### src/rtl/pipeline_hazard_ctrl_if.sv
// Hazard-control bundle between the pipeline datapath (master) and the
// hazard controller (slave).
interface pipeline_hazard_ctrl_if #(
  parameter int unsigned REG_W = 5
);
  logic             idex_memread;
  logic [REG_W-1:0] idex_rt;
  logic [REG_W-1:0] ifid_rs;
  logic [REG_W-1:0] ifid_rt;
  logic             ifid_uses_rt;
  logic             mc_start;
  logic             exmem_br_taken;

  logic             pc_write;
  logic             ifid_write;
  logic             ifid_flush;
  logic             idex_bubble;
  logic             idex_flush;
  logic             mc_done;
  logic [15:0]      stall_cycles;

  modport master (
    output idex_memread, idex_rt, ifid_rs, ifid_rt, ifid_uses_rt,
           mc_start, exmem_br_taken,
    input  pc_write, ifid_write, ifid_flush, idex_bubble, idex_flush,
           mc_done, stall_cycles
  );

  modport slave (
    input  idex_memread, idex_rt, ifid_rs, ifid_rt, ifid_uses_rt,
           mc_start, exmem_br_taken,
    output pc_write, ifid_write, ifid_flush, idex_bubble, idex_flush,
           mc_done, stall_cycles
  );
endinterface

### src/rtl/pipeline_hazard_ctrl.sv
// IF/ID + ID/EX hazard sequencer: load-use stall, branch squash, multi-cycle hold.
// Optional stall statistics counter enabled by defining HAZ_STATS_EN.
module pipeline_hazard_ctrl #(
  parameter int unsigned MC_LAT = 4,
  parameter int unsigned REG_W  = 5
) (
  input logic                   clk,
  input logic                   rst,
  pipeline_hazard_ctrl_if.slave hz
);

  typedef enum logic {
    RUN     = 1'b0,
    MC_WAIT = 1'b1
  } state_t;

  state_t           r_state;
  state_t           w_state_next;
  logic [3:0]       r_cnt;
  logic [3:0]       w_cnt_next;
  logic             r_mc_done;
  logic             w_mc_done_next;

  logic [REG_W-1:0] w_idex_rt;
  logic [REG_W-1:0] w_ifid_rs;
  logic [REG_W-1:0] w_ifid_rt;
  logic             w_lu;

  logic             w_pc_write;
  logic             w_ifid_write;
  logic             w_ifid_flush;
  logic             w_idex_bubble;
  logic             w_idex_flush;

  assign w_idex_rt = hz.idex_rt;
  assign w_ifid_rs = hz.ifid_rs;
  assign w_ifid_rt = hz.ifid_rt;

  // Register 0 is hardwired, so a load targeting it never creates a hazard.
  assign w_lu = hz.idex_memread && (w_idex_rt != '0) &&
                ((w_idex_rt == w_ifid_rs) ||
                 (hz.ifid_uses_rt && (w_idex_rt == w_ifid_rt)));

  always_comb begin
    w_pc_write     = 1'b1;
    w_ifid_write   = 1'b1;
    w_ifid_flush   = 1'b0;
    w_idex_bubble  = 1'b0;
    w_idex_flush   = 1'b0;
    w_state_next   = r_state;
    w_cnt_next     = r_cnt;
    w_mc_done_next = 1'b0;

    if (rst) begin
      w_pc_write    = 1'b0;
      w_ifid_write  = 1'b0;
      w_idex_bubble = 1'b1;
      w_state_next  = RUN;
      w_cnt_next    = '0;
    end else begin
      unique case (r_state)
        RUN: begin
          if (hz.exmem_br_taken) begin
            w_ifid_flush = 1'b1;
            w_idex_flush = 1'b1;
          end else if (w_lu) begin
            w_pc_write    = 1'b0;
            w_ifid_write  = 1'b0;
            w_idex_bubble = 1'b1;
          end else if (hz.mc_start && !r_mc_done) begin
            // The entry cycle is itself the first of the MC_LAT stall cycles.
            w_pc_write    = 1'b0;
            w_ifid_write  = 1'b0;
            w_idex_bubble = 1'b1;
            w_state_next  = MC_WAIT;
            w_cnt_next    = 4'(MC_LAT - 2);
          end
        end
        MC_WAIT: begin
          if (hz.exmem_br_taken) begin
            w_ifid_flush = 1'b1;
            w_idex_flush = 1'b1;
            w_state_next = RUN;
            w_cnt_next   = '0;
          end else begin
            w_pc_write    = 1'b0;
            w_ifid_write  = 1'b0;
            w_idex_bubble = 1'b1;
            if (r_cnt == '0) begin
              w_state_next   = RUN;
              w_mc_done_next = 1'b1;
            end else begin
              w_cnt_next = r_cnt - 4'd1;
            end
          end
        end
        default: begin
          w_state_next = RUN;
          w_cnt_next   = '0;
        end
      endcase
    end
  end

  always_ff @(posedge clk or posedge rst) begin
    if (rst) begin
      r_state   <= RUN;
      r_cnt     <= '0;
      r_mc_done <= 1'b0;
    end else begin
      r_state   <= w_state_next;
      r_cnt     <= w_cnt_next;
      r_mc_done <= w_mc_done_next;
    end
  end

  assign hz.pc_write    = w_pc_write;
  assign hz.ifid_write  = w_ifid_write;
  assign hz.ifid_flush  = w_ifid_flush;
  assign hz.idex_bubble = w_idex_bubble;
  assign hz.idex_flush  = w_idex_flush;
  assign hz.mc_done     = r_mc_done;

`ifdef HAZ_STATS_EN
  logic [15:0] r_stall_cycles;

  always_ff @(posedge clk or posedge rst) begin
    if (rst) begin
      r_stall_cycles <= '0;
    end else if (!w_pc_write && (r_stall_cycles != '1)) begin
      r_stall_cycles <= r_stall_cycles + 16'd1;
    end
  end

  assign hz.stall_cycles = r_stall_cycles;
`else
  assign hz.stall_cycles = '0;
`endif

endmodule

### src/flat_wrapper.sv
// flat-port wrapper written by rule: the top's interface ports become plain ports
module pipeline_hazard_ctrl_flat 
#(
  parameter int unsigned MC_LAT = 4,
  parameter int unsigned REG_W  = 5
)
  (clk, rst, hz_idex_memread, hz_idex_rt, hz_ifid_rs, hz_ifid_rt, hz_ifid_uses_rt, hz_mc_start, hz_exmem_br_taken, hz_pc_write, hz_ifid_write, hz_ifid_flush, hz_idex_bubble, hz_idex_flush, hz_mc_done, hz_stall_cycles);
  pipeline_hazard_ctrl_if #(.REG_W(REG_W)) hz_i ();
  input logic clk;
  input logic rst;
  input wire logic [$bits(hz_i.idex_memread)-1:0] hz_idex_memread;
  input wire logic [$bits(hz_i.idex_rt)-1:0] hz_idex_rt;
  input wire logic [$bits(hz_i.ifid_rs)-1:0] hz_ifid_rs;
  input wire logic [$bits(hz_i.ifid_rt)-1:0] hz_ifid_rt;
  input wire logic [$bits(hz_i.ifid_uses_rt)-1:0] hz_ifid_uses_rt;
  input wire logic [$bits(hz_i.mc_start)-1:0] hz_mc_start;
  input wire logic [$bits(hz_i.exmem_br_taken)-1:0] hz_exmem_br_taken;
  output wire logic [$bits(hz_i.pc_write)-1:0] hz_pc_write;
  output wire logic [$bits(hz_i.ifid_write)-1:0] hz_ifid_write;
  output wire logic [$bits(hz_i.ifid_flush)-1:0] hz_ifid_flush;
  output wire logic [$bits(hz_i.idex_bubble)-1:0] hz_idex_bubble;
  output wire logic [$bits(hz_i.idex_flush)-1:0] hz_idex_flush;
  output wire logic [$bits(hz_i.mc_done)-1:0] hz_mc_done;
  output wire logic [$bits(hz_i.stall_cycles)-1:0] hz_stall_cycles;
  assign hz_i.idex_memread = hz_idex_memread;
  assign hz_i.idex_rt = hz_idex_rt;
  assign hz_i.ifid_rs = hz_ifid_rs;
  assign hz_i.ifid_rt = hz_ifid_rt;
  assign hz_i.ifid_uses_rt = hz_ifid_uses_rt;
  assign hz_i.mc_start = hz_mc_start;
  assign hz_i.exmem_br_taken = hz_exmem_br_taken;
  assign hz_pc_write = hz_i.pc_write;
  assign hz_ifid_write = hz_i.ifid_write;
  assign hz_ifid_flush = hz_i.ifid_flush;
  assign hz_idex_bubble = hz_i.idex_bubble;
  assign hz_idex_flush = hz_i.idex_flush;
  assign hz_mc_done = hz_i.mc_done;
  assign hz_stall_cycles = hz_i.stall_cycles;
  pipeline_hazard_ctrl #(.MC_LAT(MC_LAT), .REG_W(REG_W)) u_core (.clk(clk), .rst(rst), .hz(hz_i));
endmodule
### config.mk
export PLATFORM = sky130hd
export DESIGN_NAME = pipeline_hazard_ctrl_flat
export DESIGN_NICKNAME = d
export VERILOG_FILES = /design/src/rtl/pipeline_hazard_ctrl_if.sv /design/src/rtl/pipeline_hazard_ctrl.sv /design/src/flat_wrapper.sv
export SDC_FILE = /design/constraint.sdc
export NUM_CORES = 1
export LEC_CHECK = 0
export CAP_MARGIN = 20
export CORE_MARGIN = 1
export CORE_UTILIZATION = 36
export CTS_CLUSTER_DIAMETER = 80
export DETAILED_ROUTE_END_ITERATION = 8
export GPL_ROUTABILITY_DRIVEN = 0
export MAX_ROUTING_LAYER = met4
export PLACE_DENSITY = 0.78
export SYNTH_ARGS = -nofsm -noshare
export SYNTH_HDL_FRONTEND = slang
export SYNTH_SLANG_ARGS = --single-unit
### constraint.sdc
create_clock -name clk -period 3.7 [get_ports clk]
set_clock_uncertainty 0.15 [all_clocks]
set_input_delay 1.11 -clock clk [delete_from_list [all_inputs] [get_ports clk]]
set_output_delay 1.11 -clock clk [all_outputs]
set_load 0.05 [all_outputs]
Word-level counts from Yosys, hierarchy flattened

Index checks and enable logic that the tools add are counted.

Bits in registers: 6
Latch bits: 0
Bits in writable memories: 0
ROM bits: 0
Memories: 0

$add $sub $neg: 1
Multiply operators: 0
Divide/modulo/power cells: 0
Magnitude comparators: 0
Equality and inequality tests: 6
Shifts and indexed selects: 0
Multiplexer cells: 30
Bitwise logic cells: 1
Reduce and logical (&&, ||, !) cells: 9

Operators with widths:

| kind                                                  | number |
|---|---|
| two-way mux 4 bit                                     | 6 |
| two-way mux 1 bit                                     | 20 |
| equality test 5 bit                                   | 2 |
| case mux 4 bit (2 select lines)                       | 1 |
| inequality test 3 bit, second input constant          | 2 |
| case mux 1 bit (2 select lines)                       | 3 |
| nonzero test 5 bit                                    | 1 |
| logical AND 1 bit                                     | 4 |
| logical NOT 4 bit                                     | 1 |
| inequality test 4 bit, second input constant          | 1 |
| AND reduction 4 bit                                   | 1 |
| subtractor 4 x 1 -> 4 bit, second input constant      | 1 |
| inequality test 3 x 2 -> 1 bit, second input constant | 1 |
| logical NOT 1 bit                                     | 1 |
| logical OR 1 bit                                      | 1 |
| NOT 1 bit                                             | 1 |

Longest topological paths before layout

Gate-level depths: netlist of run 1.

Depth in word-level cells: 8
Depth in mapped cells: 6
Gate-level depth less buffers: 6

Worst setup path before layout of run 1

OpenSTA, ideal clock, no wires.

Path type: input -> output
From: input port hz_exmem_br_taken
To: output port hz_idex_bubble
Arrival time: 2.771 ns
Setup slack: -0.331 ns
Stages on the path: 3
Path buffers: 0
Cells stage by stage: nor2b_1 -> a21oi_1 -> a21boi_0

Longest elaborated chain between the ends: 3
Elaborated cells on any way between the ends: 4
Classes of those cells: mux: 4

Ends and longest elaborated chain:

| element                              | line                                                   | RTL |
|---|---|---|
| start, declared                      | flat_wrapper.sv:17                                     | `input wire logic [$bits(hz_i.exmem_br_taken)-1:0] hz_exmem_br_taken;` |
| two-way mux 1 bit (on tied branches) | pipeline_hazard_ctrl.sv:80, pipeline_hazard_ctrl.sv:63 |  |
| case mux 1 bit (2 select lines) (*)  | pipeline_hazard_ctrl.sv:61                             | `unique case (r_state)` |
| two-way mux 1 bit (*)                | pipeline_hazard_ctrl.sv:54                             | `if (rst) begin` |
| end, declared                        | flat_wrapper.sv:21                                     | `output wire logic [$bits(hz_i.idex_bubble)-1:0] hz_idex_bubble;` |

Mark *: on every way between the ends. The rest lies on a longest branch, timed or not.

Worst setup path in the final report of run 1

From: input port hz_idex_rt[2]
To: output port hz_ifid_write

Longest elaborated chain between the ends: 8
Elaborated cells on any way between the ends: 11
Classes of those cells: eq/ne: 2; mux: 4; reduce/logical: 5

Ends and longest elaborated chain:

| element                             | line                       | RTL |
|---|---|---|
| start, declared                     | flat_wrapper.sv:12         | `input wire logic [$bits(hz_i.idex_rt)-1:0] hz_idex_rt;` |
| equality test 5 bit                 | pipeline_hazard_ctrl.sv:42 | `(hz.ifid_uses_rt && (w_idex_rt == w_ifid_rt)));` |
| logical AND 1 bit                   | pipeline_hazard_ctrl.sv:42 |  |
| logical OR 1 bit                    | pipeline_hazard_ctrl.sv:41 | `((w_idex_rt == w_ifid_rs) \|\|` |
| logical AND 1 bit (*)               | pipeline_hazard_ctrl.sv:40 | `assign w_lu = hz.idex_memread && (w_idex_rt != '0) &&` |
| two-way mux 1 bit (*)               | pipeline_hazard_ctrl.sv:66 | `end else if (w_lu) begin` |
| two-way mux 1 bit (*)               | pipeline_hazard_ctrl.sv:63 | `if (hz.exmem_br_taken) begin` |
| case mux 1 bit (2 select lines) (*) | pipeline_hazard_ctrl.sv:61 |  |
| two-way mux 1 bit (*)               | pipeline_hazard_ctrl.sv:54 |  |
| end, declared                       | flat_wrapper.sv:19         | `output wire logic [$bits(hz_i.ifid_write)-1:0] hz_ifid_write;` |

Marks and branches as above.

==> flow_summary.ini, run 1 <==
[sta]
fin_crit_ps = 3670
setup_ws_ps = 34.2
worst_pin_slew_ps = 527
fmax_mhz = 273
hold_viol = 0
slew_violations = 0
post-route-period-util_pct = 99.1
setup_violations = 0
slew_headroom_pct = 64.7

[status]
status = completed

[floorplan]
die_area_mm2 = 0.00214
coreArea_mm2 = 0.00178
die-width_um = 46.3
die_h_um = 46.3
start_util_pct = 39.6
rows = 15
io_pins = 43

[clocking]
cts.reportedPaths.clkPinSlew_ps = 50
numClockSinks = 6
holdBufCountCts = 0
root_buffer = clkbuf_4
worstSkewPairLatency_ps = 250
h-tree-depth = 1
cts_inserted_buffers = 3
tritoncts = built
max-clock-path-buffers = 2

[final_layout]
layout-drive-gt1-share_pct = 35.0
area_growth_pct = 75.4
final_cell_mix = 27 x buf_4, 16 x conb_1, 10 x dlygate4sd2_1
fin_util_pct = 69.4
layout.nets = 165
layout_commonest_cell = buf_4
diodes = 0

[global_routing]
grt_pass1_vias = 686
track_usage_pct = 19.5
grt.overflow.total = 0
antenna_found_initial = 0
grt_max_degree = 9
grt_pass1_wl_um = 2880

[placed_design]
portBuffers = 26
pre_cts_ws_ps = -283
dpl.hpwl_um = 1370

[worst_setup_path]
arrival_ps = 2410
critical-path-slowest-cell = or4_4
worst-path-buf-inv = 2
critPathLaunchType = input port
path_cells = clkdlybuf4s15_1, or4_4, o21ai_2, a21oi_2, a21bo_4, buf_12
crit_type = in2out
required_ps = 2440
worst_setup_path_end_kind = output pin
slowest_delay_ps = 540
cp_top_family = simple AND/OR/NAND/NOR gates
path_max_fanout = 2

[routing]
wl_per_cell_um = 12.2
drc = 0
via_per_inst = 4.70
drtPass1Iterations = 5
wirelength_um = 2010
ant_nets = 0
drtIter0Drc = 14
vias = 775

[pwr]
power_density_mw_per_mm2 = 266
p_leak_nw = 0.592
vdd_ir_drop_max_mv = 0.151

[run]
drv_cap = 0

[synth]
async_reset_ff_share_pct = 100
ys_ff_latch = 6
yosys_warnings = 0
synthFlopType = dfrtp_1
yosysUniqueCellTypes = 32
syn_avg_cell_area_um2 = 8.11
yosysSeqAreaShare_pct = 21.3
synth_area_um2 = 706
synthCells = 87
synth-edff-count = 0

[worst_hold_path]
hold_class = reg2reg
## routing by layer
layer,up-vias,GRT usage [%],part of all wire (%)
li1,379,-,-
met1,354,21.5,40
met2,40,33.5,52
met3,2,3.92,7.2
met4,0,8.24,0.90
met5,-,-,0
## cell families after synthesis
logic type,Yosys count,share of synthesized area [%]
simple gates,25,20.2
buf+inv,23,21.8
compound gates,20,20.2
xor+xnor,10,12.4
flops,6,21.3
fa+ha+maj,2,3.55
other cells,1,0.531
## flip-flops by register name, indices dropped and copies added, names as in the netlist
name,cells
u_core.hz.mc_done,1
u_core.r_cnt,4
u_core.r_state,1
## final cells by class
type / count / area (um^2)
Clock buffer: 3 / 22.5
Inverter: 5 / 18.8
Sequential cell: 6 / 150
Tap cell: 25 / 31.3
Timing Repair Buffer: 53 / 497
Multi-Input combinational cell: 73 / 518
Fill cell: 146 / 546
## Yosys cell counts, drive strengths merged (2+ instances only)
cell | n | area, um^2
buf | 18 | 135
xnor2 | 10 | 87.6
dfrtp | 6 | 150
inv | 5 | 18.8
nand3 | 5 | 25.0
o21ai | 5 | 25.0
nand2 | 4 | 15.0
nor2 | 3 | 11.3
a21boi | 2 | 15.0
ha | 2 | 25.0
nand2b | 2 | 12.5
nor3 | 2 | 10.0
nor3b | 2 | 15.0
o221ai | 2 | 17.5
o22ai | 2 | 12.5
## final timing paths
| kind | from | endpoint | slack, ps | depth (start not counted) |
|---|---|---|---|---|
| setup / recovery | hz_idex_rt[2] | hz_ifid_write | 30 | 6 |
| hold / removal | u_core.r_cnt[0] | u_core.r_cnt[0] | 450 | 2 |
| setup reg to reg | u_core.r_cnt[0] | u_core.r_cnt[1] | 1740 | 6 |
| hold reg to reg | u_core.r_cnt[0] | u_core.r_cnt[0] | 450 | 2 |
| max in group asynchronous | rst | u_core.r_state | 2040 | 3 |
| min in group asynchronous | rst | u_core.hz.mc_done | 1130 | 3 |
## stage by stage
stage / setup TNS [ps] / hold WS, ps / power, mW / instances / cell area [um^2]
after floorplan: 0 / 398 / 0.189 / 102 / 771
after global placement: -686 / 432 / 0.233 / 144 / 1030
after detailed placement: -819 / 443 / 0.236 / 144 / 1030
after CTS: 0 / 456 / 0.318 / 161 / 1160
after global routing: -0.323 / 491 / 0.348 / 165 / 1240
final: 0 / 452 / 0.329 / 165 / 1240
## timing repair
item | CTS | global route
endpoints found under the hold margin | 0 | 0
buffers inserted | 15 | 4
cloned | 0 | 0
endpoints found under the setup margin | 3 | 5
pin swaps | 15 | 9
gates resized for setup | 21 | 10
## power by group
group          switching, mW  internal, mW
sequential           0.00381        0.0690
combinational          0.105        0.0886
clock                 0.0259        0.0369
## worst min-delay path, delay by kind of cell, from the launching register on
family          cells  cell delay [ps]
simple gates        1               70
flops               1              380
compound gates      1               90
No activity file was read; power rests on OpenSTA's default activity.
==> run 2: changes to the inputs <==
--- a/config.mk
+++ b/config.mk
@@ -7,12 +7,12 @@
 export LEC_CHECK = 0
 export CAP_MARGIN = 20
 export CORE_MARGIN = 1
-export CORE_UTILIZATION = 36
+export CORE_UTILIZATION = 33
 export CTS_CLUSTER_DIAMETER = 80
 export DETAILED_ROUTE_END_ITERATION = 8
 export GPL_ROUTABILITY_DRIVEN = 0
 export MAX_ROUTING_LAYER = met4
-export PLACE_DENSITY = 0.78
+export PLACE_DENSITY = 0.75
 export SYNTH_ARGS = -nofsm -noshare
 export SYNTH_HDL_FRONTEND = slang
 export SYNTH_SLANG_ARGS = --single-unit
==> constraint.sdc (replaced) <==
create_clock -name clk -period 3.3 [get_ports clk]
set_clock_uncertainty 0.15 [all_clocks]
set_input_delay 0.99 -clock clk [delete_from_list [all_inputs] [get_ports clk]]
set_output_delay 0.99 -clock clk [all_outputs]
set_load 0.05 [all_outputs]
==> run 2 against run 1 <==
  * Non-clock buffer count up 9
  * Die area is 8.7% higher
  * Highest routed layer unchanged
  * Design area rose by 4.8%
  * Via count rose by 5.9%
  * Sequential share of layout area decreased by 0.55 points
  * Total power is 15% higher
  * Sequential power grew 11%
  * Hold slack lost 25 ps
  * The run now ends with setup timing left
  * Clock power up 14%
  * Critical path type unchanged
  * Setup slack got worse by 130 ps
==> flow_summary.ini, run 2 (same netlist as run 1, synthesis figures left out) <==
[clocking]
cts_inserted_buffers = 3
h-tree-depth = 1
root_buffer = clkbuf_4
cts.reportedPaths.clkPinSlew_ps = 50
holdBufCountCts = 0
max-clock-path-buffers = 2
numClockSinks = 6
worstSkewPairLatency_ps = 250
tritoncts = built

[worst_setup_path]
path_max_fanout = 3
crit_type = in2out
arrival_ps = 2260
required_ps = 2160
critPathLaunchType = input port
worst_setup_path_end_kind = output pin

[status]
status = finished with violations
violations = setup timing

[final_layout]
largest_register = u_core.r_cnt
diodes = 0
fin_util_pct = 65.4
layout-drive-gt1-share_pct = 43.0
fillers = 153
largest_register_ffs = 4
layout_commonest_cell = buf_4
area_growth_pct = 83.7
layout.nets = 174
layout.cells.non_filler = 176
final_cell_mix = 35 x buf_4, 16 x conb_1, 9 x dlygate4sd2_1

[global_routing]
track_usage_pct = 20.8
grt.overflow.total = 0
grt_max_degree = 9
antenna_found_initial = 0
grt_pass1_wl_um = 3210
grt_pass1_vias = 775

[sta]
setup_violations = 3
slew_violations = 0
grt_setup_unrepaired = yes
hold_viol = 0
fmax_mhz = 294
post-route-period-util_pct = 103
fin_crit_ps = 3400
setup_ws_ps = -99.3

[floorplan]
io_pins = 43
die_h_um = 48.2
rows = 16
die-width_um = 48.2
start_util_pct = 35.6
die_area_mm2 = 0.00233
coreArea_mm2 = 0.00198

[pwr]
vdd_ir_drop_max_mv = 0.183
power_density_mw_per_mm2 = 292
p_leak_nw = 0.610

[routing]
drc = 0
drtIter0Drc = 5
drtPass1Iterations = 4
via_per_inst = 4.66
wl_per_cell_um = 12.6
wirelength_um = 2220
vias = 821
ant_nets = 0

[worst_hold_path]
hold_class = reg2reg

[placed_design]
portBuffers = 26
dpl.hpwl_um = 1410
dp_cells = 147

[run]
drv_cap = 0
## run 2: cell count changes in the layout (fill, tap and decap cells not counted), moves of 2 or more
cell and change:
buf_2 +2, clkdlybuf4s50_1 -2, buf_6 +3, xnor2_1 +2, xnor2_2 -2, buf_4 +8, dlymetal6s2s_1 -2
## run 2: path summary, 6_finish.rpt
check	cells after the start	start	end	slack [ps]
max in group asynchronous	3	rst	u_core.r_cnt[0]	1930
min reg2reg	2	u_core.r_cnt[1]	u_core.r_cnt[1]	430
max reg2reg	6	u_core.r_cnt[0]	u_core.r_cnt[1]	1370
min	2	u_core.r_cnt[1]	u_core.r_cnt[1]	430
max	6	hz_ifid_rt[1]	hz_pc_write	-100
min in group asynchronous	3	rst	u_core.r_cnt[2]	830
## run 2: routing by layer
metal	global-route usage (%)	share of wire, %
met5	-	0
met4	11.7	4.8
met3	2.96	5.1
met2	37.9	56
met1	21.0	34
## run 2: final cells by class
cell class	count	area, um^2	area share, %
Inverter	5	18.8	1.45
Tap cell	27	33.8	2.61
Timing Repair Buffer	62	558	43.1
Clock buffer	3	22.5	1.74
Sequential cell	6	150	11.6
Multi-Input combinational cell	73	513	39.6
## run 2: power by group
group,internal (mW),leakage (nW),switching (mW),total [mW]
clock,0.0414,0.0138,0.0300,0.0714
combinational,0.104,0.514,0.122,0.226
sequential,0.0773,0.0820,0.00352,0.0808
total,0.223,0.610,0.155,0.378
## run 2: repair_timing
item	in CTS	in global routing
setup buffers	24	2
pin swaps	16	7
resized for setup	42	6
setup endpoints to repair	3	5
## run 2: through the flow
step           cell area [um^2]  total power, mW  hold WS [ps]  worst slack (ps)  TNS (ps)
4_1_cts                    1250            0.369           447             -19.2     -37.1
3_3_place_gp               1050            0.263           430              -367     -1090
2_1_floorplan               786            0.215           398             -45.5     -45.5
3_5_place_dp               1050            0.266           438              -396     -1170
6_report                   1300            0.378           427             -99.3      -223
5_1_grt                    1300            0.398           484              -191      -562
## run 2: critical path: stages
cell	delay (ps)
dlygate4sd2_1	240
xnor2_1	170
nand4_1	180
o22a_2	280
a21bo_4	250
buf_12	150
==> run 3: changes to the inputs <==
--- a/config.mk
+++ b/config.mk
@@ -5,14 +5,14 @@
 export SDC_FILE = /design/constraint.sdc
 export NUM_CORES = 1
 export LEC_CHECK = 0
-export CAP_MARGIN = 20
 export CORE_MARGIN = 1
-export CORE_UTILIZATION = 33
+export CORE_UTILIZATION = 40
 export CTS_CLUSTER_DIAMETER = 80
 export DETAILED_ROUTE_END_ITERATION = 8
+export DONT_BUFFER_PORTS = 1
 export GPL_ROUTABILITY_DRIVEN = 0
 export MAX_ROUTING_LAYER = met4
-export PLACE_DENSITY = 0.75
+export REMOVE_ABC_BUFFERS = 1
 export SYNTH_ARGS = -nofsm -noshare
 export SYNTH_HDL_FRONTEND = slang
 export SYNTH_SLANG_ARGS = --single-unit
==> run 3 against run 2 <==
  * Sequential cell count is the same
  * Core utilization shrank 18 points
  * Largest power group unchanged
  * Design area shrank 43%
  * The flow finishes with violations (DRC)
  * Non-clock buffer count shrank 57
==> flow_summary.ini, run 3 (same netlist as run 1, synthesis figures left out) <==
[final_layout]
area_growth_pct = 5.14
diodes = 0
largest_register_ffs = 4
layout.nets = 117
largest_register = u_core.r_cnt
layout_commonest_cell = conb_1
layout.cells.non_filler = 108
final_cell_mix = 16 x conb_1, 10 x xnor2_1, 6 x dfrtp_1
layout-drive-gt1-share_pct = 16.3
fin_util_pct = 47.1

[worst_setup_path]
crit_type = in2out
path_max_fanout = 3
r2r-start = u_core.r_cnt[0]
required_ps = 2160
worst_setup_path_end_kind = output pin
reg2reg_depth = 6
arrival_ps = 2120
r2r-end = u_core.r_cnt[0]
critPathLaunchType = input port
reg2reg_slack_ps = 1310

[global_routing]
antenna_found_initial = 0
track_usage_pct = 15.5
grt.overflow.total = 0
grt_pass1_vias = 562
grt_pass1_wl_um = 2130
grt_max_degree = 9

[sta]
fmax_mhz = 307
grt_setup_unrepaired = no
worst_pin_slew_ps = 518
slew_violations = 0
fin_crit_ps = 3260
hold_viol = 0
hold_slack_ps = 421
finalSetupTns_ps = 0
setup_violations = 0
slew_headroom_pct = 65.4
post-route-period-util_pct = 98.7

[routing]
vias = 587
drtIter0Drc = 16
ant_nets = 0
drtPass1Iterations = 8
drc = 2
via_per_inst = 5.44
wirelength_um = 1290
wl_per_cell_um = 11.9

[clocking]
root_buffer = clkbuf_4
cts.repair.resized = 2
numClockSinks = 6
max-clock-path-buffers = 2
h-tree-depth = 1
holdBufCountCts = 0
post_cts_buffers = 0
cts.reportedPaths.clkPinSlew_ps = 50
worstSkewPairLatency_ps = 240
tritoncts = built
cts_inserted_buffers = 3

[status]
status = finished with violations
violations = DRC

[pwr]
p_sw_share_pct = 43.1
seqPwrFrac_pct = 28.7
p_switching_mw = 0.124
power_frac_comb_pct = 47.8
p_leak_nw = 0.318
power_density_mw_per_mm2 = 388
vdd_ir_drop_max_mv = 0.174
pwr-share-clk_pct = 23.5
p_int_mw = 0.164

[placed_design]
dpl.hpwl_um = 1070
portBuffers = 0
dp_cells = 105

[floorplan]
io_pins = 43
die_h_um = 44
die_area_mm2 = 0.00194
coreArea_mm2 = 0.00158
die-width_um = 44
start_util_pct = 44.8
rows = 14

[run]
drv_cap = 0

[worst_hold_path]
hold_class = in2async
==> run 3: worst max-delay path: stages <==
cell	delay [ps]
or4_4	530
o21ai_2	120
a21oi_1	70
a21bo_2	260
buf_12	150
==> run 3: final cells by class <==
class	instances	area [um^2]
flip-flops and latches	6	150
fillers	168	835
clock buffers	3	22.5
inverters	5	18.8
multi-input cells	73	468
repair buffers	5	62.6
well taps	16	20.0
==> run 3: metal layers <==
metal  routed length [um]  GRT usage [%]  up-vias
li1                     -              -      282
met1                  555           17.0      261
met2                  590           24.4       44
met3                  140           5.83        0
met4                    0           7.27        0
met5                    0              -        -
==> run 3: worst max-delay path by stage <==
stage	start	endpoint	slack, ps	depth (start not counted)
after detailed placement	hz_idex_rt[1]	hz_ifid_write	-30	5
after CTS	hz_idex_rt[1]	hz_ifid_write	30	5
after global routing	hz_idex_rt[1]	hz_ifid_write	10	5
final	hz_idex_rt[1]	hz_ifid_write	40	5
after floorplan	rst	hz_ifid_write	-890	3
after global placement	hz_idex_rt[1]	hz_ifid_write	-30	5
==> run 3: metrics by stage <==
stage,total power [mW],cell area (um^2),worst slack [ps]
global route,0.303,742,10.2
finish,0.288,742,42.8
global placement,0.219,712,-30.0
floorplan,0.192,627,-892
CTS,0.290,738,28.9
detailed placement,0.220,712,-34.1
==> run 3: power by group through the flow <==
| stage | sequential [mW] | combinational (mW) | clock (mW) |
|---|---|---|---|
| global route | 0.0828 | 0.147 | 0.0735 |
| detailed placement | 0.0834 | 0.137 | 0 |
| global placement | 0.0833 | 0.135 | 0 |
| floorplan | 0.0823 | 0.109 | 0 |
| finish | 0.0825 | 0.137 | 0.0676 |
| CTS | 0.0823 | 0.137 | 0.0704 |
